**src/rtl/vga_timing_gen.sv**
```systemverilog
// VGA raster timing generator: free-running pixel/line counters with registered
// sync, blanking and frame/line strobes, plus an optional delay line for the syncs.
module vga_timing_gen #(
  parameter int H_VISIBLE = 640,
  parameter int H_FP      = 16,
  parameter int H_SYNC    = 96,
  parameter int H_BP      = 48,
  parameter int V_VISIBLE = 480,
  parameter int V_FP      = 10,
  parameter int V_SYNC    = 2,
  parameter int V_BP      = 33,
  parameter int SYNC_DLY  = 1
) (
  input  logic       vga_clk,
  input  logic       reset,
  output logic [9:0] DrawX,
  output logic [9:0] DrawY,
  output logic       blank,
  output logic       hs,
  output logic       vs,
  output logic       hs_d,
  output logic       vs_d,
  output logic       blank_d,
  output logic       frame_start,
  output logic       line_start,
  output logic [7:0] frame_count
);

  localparam int H_TOTAL = H_VISIBLE + H_FP + H_SYNC + H_BP;
  localparam int V_TOTAL = V_VISIBLE + V_FP + V_SYNC + V_BP;

  localparam logic [9:0] H_LAST     = 10'(H_TOTAL - 1);
  localparam logic [9:0] V_LAST     = 10'(V_TOTAL - 1);
  localparam logic [9:0] H_VIS_END  = 10'(H_VISIBLE);
  localparam logic [9:0] V_VIS_END  = 10'(V_VISIBLE);
  localparam logic [9:0] H_SYNC_BEG = 10'(H_VISIBLE + H_FP);
  localparam logic [9:0] H_SYNC_END = 10'(H_VISIBLE + H_FP + H_SYNC);
  localparam logic [9:0] V_SYNC_BEG = 10'(V_VISIBLE + V_FP);
  localparam logic [9:0] V_SYNC_END = 10'(V_VISIBLE + V_FP + V_SYNC);

  logic [9:0] h_cnt, v_cnt;
  logic [9:0] h_next, v_next;

  always_comb begin
    h_next = h_cnt + 10'd1;
    v_next = v_cnt;
    if (h_cnt == H_LAST) begin
      h_next = '0;
      v_next = (v_cnt == V_LAST) ? '0 : v_cnt + 10'd1;
    end
  end

  // Counters park on the last position so the first edge after reset lands on (0,0);
  // every decoded output is computed from the next counts so it lines up with DrawX/DrawY.
  always_ff @(posedge vga_clk or posedge reset) begin
    if (reset) begin
      h_cnt       <= H_LAST;
      v_cnt       <= V_LAST;
      DrawX       <= '0;
      DrawY       <= '0;
      blank       <= 1'b0;
      hs          <= 1'b1;
      vs          <= 1'b1;
      line_start  <= 1'b0;
      frame_start <= 1'b0;
      frame_count <= '0;
    end else begin
      h_cnt       <= h_next;
      v_cnt       <= v_next;
      DrawX       <= h_next;
      DrawY       <= v_next;
      blank       <= (h_next < H_VIS_END) && (v_next < V_VIS_END);
      hs          <= !((h_next >= H_SYNC_BEG) && (h_next < H_SYNC_END));
      vs          <= !((v_next >= V_SYNC_BEG) && (v_next < V_SYNC_END));
      line_start  <= (h_next == 10'd0);
      frame_start <= (h_next == 10'd0) && (v_next == 10'd0);
      if (frame_start)
        frame_count <= frame_count + 8'd1;
    end
  end

  generate
    if (SYNC_DLY == 0) begin : g_nodly
      assign hs_d    = hs;
      assign vs_d    = vs;
      assign blank_d = blank;
    end else begin : g_dly
      logic [SYNC_DLY-1:0] hs_pipe, vs_pipe, blank_pipe;

      // Bit 0 takes the newest sample; the top bit is SYNC_DLY clocks old.
      always_ff @(posedge vga_clk or posedge reset) begin
        if (reset) begin
          hs_pipe    <= '1;
          vs_pipe    <= '1;
          blank_pipe <= '0;
        end else begin
          hs_pipe    <= SYNC_DLY'({hs_pipe, hs});
          vs_pipe    <= SYNC_DLY'({vs_pipe, vs});
          blank_pipe <= SYNC_DLY'({blank_pipe, blank});
        end
      end

      assign hs_d    = hs_pipe[SYNC_DLY-1];
      assign vs_d    = vs_pipe[SYNC_DLY-1];
      assign blank_d = blank_pipe[SYNC_DLY-1];
    end
  endgenerate

endmodule

```
**config.mk**
```make
export PLATFORM = sky130hd
export DESIGN_NAME = vga_timing_gen
export DESIGN_NICKNAME = d
export VERILOG_FILES = /design/src/rtl/vga_timing_gen.sv
export SDC_FILE = /design/constraint.sdc
export NUM_CORES = 1
export LEC_CHECK = 0
export BUFFER_PORTS_ARGS = -buffer_cell sky130_fd_sc_hd__clkbuf_2
export CAP_MARGIN = 25
export CORE_MARGIN = 5
export CORE_UTILIZATION = 45
export DETAILED_ROUTE_END_ITERATION = 16
export PLACE_DENSITY = 0.72
export SLEW_MARGIN = 20
export SYNTH_ARGS = -nofsm -noshare
export SYNTH_HDL_FRONTEND = slang
export SYNTH_SLANG_ARGS = --single-unit
```
**constraint.sdc**
```tcl
create_clock -name vga_clk -period 2.5 [get_ports vga_clk]
set_input_delay 0.25 -clock vga_clk [delete_from_list [all_inputs] [get_ports vga_clk]]
set_output_delay 0.25 -clock vga_clk [all_outputs]
set_load 0.02 [all_outputs]
```
==> metrics <==
Die Wd=approximately 82 um; root buffer cell=clkbuf_8; leakage=1.139 nW; Fin Hold WS=around 370 ps; worst slew slack as a fraction of its limit=slightly below 70%; Core Region=5042 um2; Finish-stage setup viols=0; H-Tree Depth=2; vertical die dimension=81.66 um; min Tclk post-route=2296 ps; maxcap violations=0; min-delay worst type=flip-flop to flip-flop; average wire per cell in the routed design=13.94 um; number of antenna repair diodes=0; pin slew with the least headroom to its limit=between 400 and 500 ps; filler cell count in the final layout=468; final total negative setup slack=0 ps; drt first-iter violations=between 60 and 70; max-slew violation count=0; kind of critical path=flip-flop to flip-flop; top cell type's share of synthesized area=between 30 and 40%; worst slack, placed=188.0 ps; sum of net half-perimeters after detailed placement=3221 um; global-route wire length before repair=7624 um; post-synthesis sequential area ratio=50.57%; worst vdd rail ir drop=0.0002106 V; most used flip-flop cell after synthesis=dfrtp_1; status=complete, no violations; area added between synthesis and finish=13.54%; #FFs+latches synth=46; die outline area=6668 um2; count of warnings emitted by yosys=0; placed cell count=roughly 320; number of buffers created by CTS=5; overall fraction of global-route tracks in use=roughly 15%; cell area after placement=2480 um2; maximum clock frequency=435.5 MHz; deepest clock path buffer count=2; number of antenna violations at the first check in global routing=0; crit share post-route=91.84%; Async SR Flop Fraction=100.0%; weighted congestion reported at the end of routability-driven placement=0.8529; critical path capture point type=flip-flop; EDFF count, synth=0; number of placed I/O pins=38; final hold viol count=0; CTS clock-pin slew for the worst setup and hold paths=90 ps; final wirelength=4546 um; clock tree sinks=46; critical path data required time=2700 ps; vias per cell=about 5.4; number of buffers added on ports=37; largest clock skew in the final design=between 8 and 9 ps; net count after synthesis=roughly 230; RSZ-0062 raised after global routing=false; non-filler cells, final=around 330; FP Rows=26; First-pass DRT Iterations=4; initial core utilization=45.83%; Syn Inst Count=228; Synth area leaders=dfrtp_1 35%, dfstp_2 16%, xnor2_1 4.9%, buf_4 3.2%, nand3_1 3.2%; clock network latency to the later pin of the worst-skew pair=310 ps; residual antenna-violating net count after detailed routing=0; footprint of the multi-input gates=around 1000 um2; via count of the first global-routing pass=1584; CTS tree=built; total power density per cell area=501.9 nW/um2; Synth cell types=48; total standard cell area after synthesis=2311 um2; final core utilization=52.03%; startpoint kind of the worst setup timing path=flip-flop; Storage cell area=1169 um2; number of instances resized during post-cts repair=0; post-synthesis cell type with the largest combined area=dfrtp_1; aggregate global routing overflow=0; average size of a mapped cell=a little over 10 um2; Worst Path Arrival=2500 ps; Vias=about 1700; post-route cell area=2624 um2; share of cells above drive strength 1=28.91%; Power, Total=1.317 mW; Net count, final=261; count of unresolved DRC violations after routing=0; fin worst setup slack=203.9 ps; Crit Path Max Fanout=10; pin count of the biggest net entering global routing=47
## state kept, by name, indices dropped and copies added (netlist names)
register and cells:
DrawY 3, v_cnt 10, frame_count 8, blank_d 1, blank 1, hs_d 1
vs 1, DrawX 7, hs 1, line_start 1, h_cnt 10, frame_start 1
vs_d 1
## where the power goes
part	internal [mW]	leakage, nW	total [mW]	switching (mW)
Clock	0.297	0.0504	0.553	0.256
Sequential	0.745	0.568	0.745	0
Combinational	0.00489	0.520	0.0194	0.0145
Total	1.05	1.14	1.32	0.270
## cell type report
cell class	count	area share (%)
inverters	6	0.8584
well taps	70	3.338
repair buffers	44	9.633
clock inverters	3	1.717
multi-input cells	152	37.29
flip-flops and latches	46	44.54
clock buffers	5	2.623
## per-layer routing
layer  track usage (%)  share of wire (%)  vias up  routed length [um]
met5                 0                  0        -                   0
met4             7.475                2.2        0                 100
met3             2.741                5.8        7                 264
met2             22.56                 44       55                1987
met1             20.79                 48      835                2194
li1                  -                  -      848                   -
## worst max-delay path: stages (launching register included)
cell and delay, ps:
dfstp_2 560, ha_1 260, and4_1 260, nand3_2 190
or4_1 580, o21ai_2 110, nor2_1 80, and4_1 150
## cells in the mapped netlist (all sizes together) (6+ instances only)
library cell / number
dfrtp: 32
nand2: 19
nand3: 17
o21ai: 17
buf: 15
dfstp: 14
nor2: 13
xnor2: 13
clkbuf: 9
nand4: 8
xor2: 8
a21oi: 6
inv: 6
## cells by family after synthesis
group           synth area share [%]
compound gates                 10.78
simple gates                   20.95
buf+inv                        7.092
fa+ha+maj                      2.166
mux                           0.4872
flops                          50.57
xor+xnor                       7.959
## path summary, 6_finish.rpt
check,cells past startpoint,endpoint,from,slack (ps)
max in group asynchronous,4,h_cnt[9],reset,1540
max,7,frame_start,h_cnt[1],200
min reg2reg,0,hs_d,hs,370
min in group asynchronous,3,h_cnt[7],reset,430
max reg2reg,7,frame_start,h_cnt[1],200
min,0,hs_d,hs,370
## cell usage in the layout, fill, tap and decap left out, drive strengths merged, types with 2 or more instances in the layout
| cell | instances |
|---|---|
| clkbuf | 42 |
| dfrtp | 32 |
| nand2 | 19 |
| nand3 | 17 |
| o21ai | 17 |
| dfstp | 14 |
| nor2 | 13 |
| xnor2 | 13 |
| nand4 | 8 |
| xor2 | 8 |
| a21oi | 6 |
| inv | 6 |
| buf | 6 |
| and4 | 5 |
| nor3 | 5 |
| and3 | 4 |
| ha | 4 |
| nand2b | 3 |
| a31oi | 3 |
| nor3b | 2 |
| or4 | 2 |
| a31o | 2 |
| o211ai | 2 |
| or3 | 2 |
| clkinvlp | 2 |
## timing repair
action | 4_1_cts | 5_1_grt
buffers inserted | 0 | 0
endpoints found under the hold margin | 0 | 7
hold buffers | 0 | 1
(Power assumes the default switching activity.)
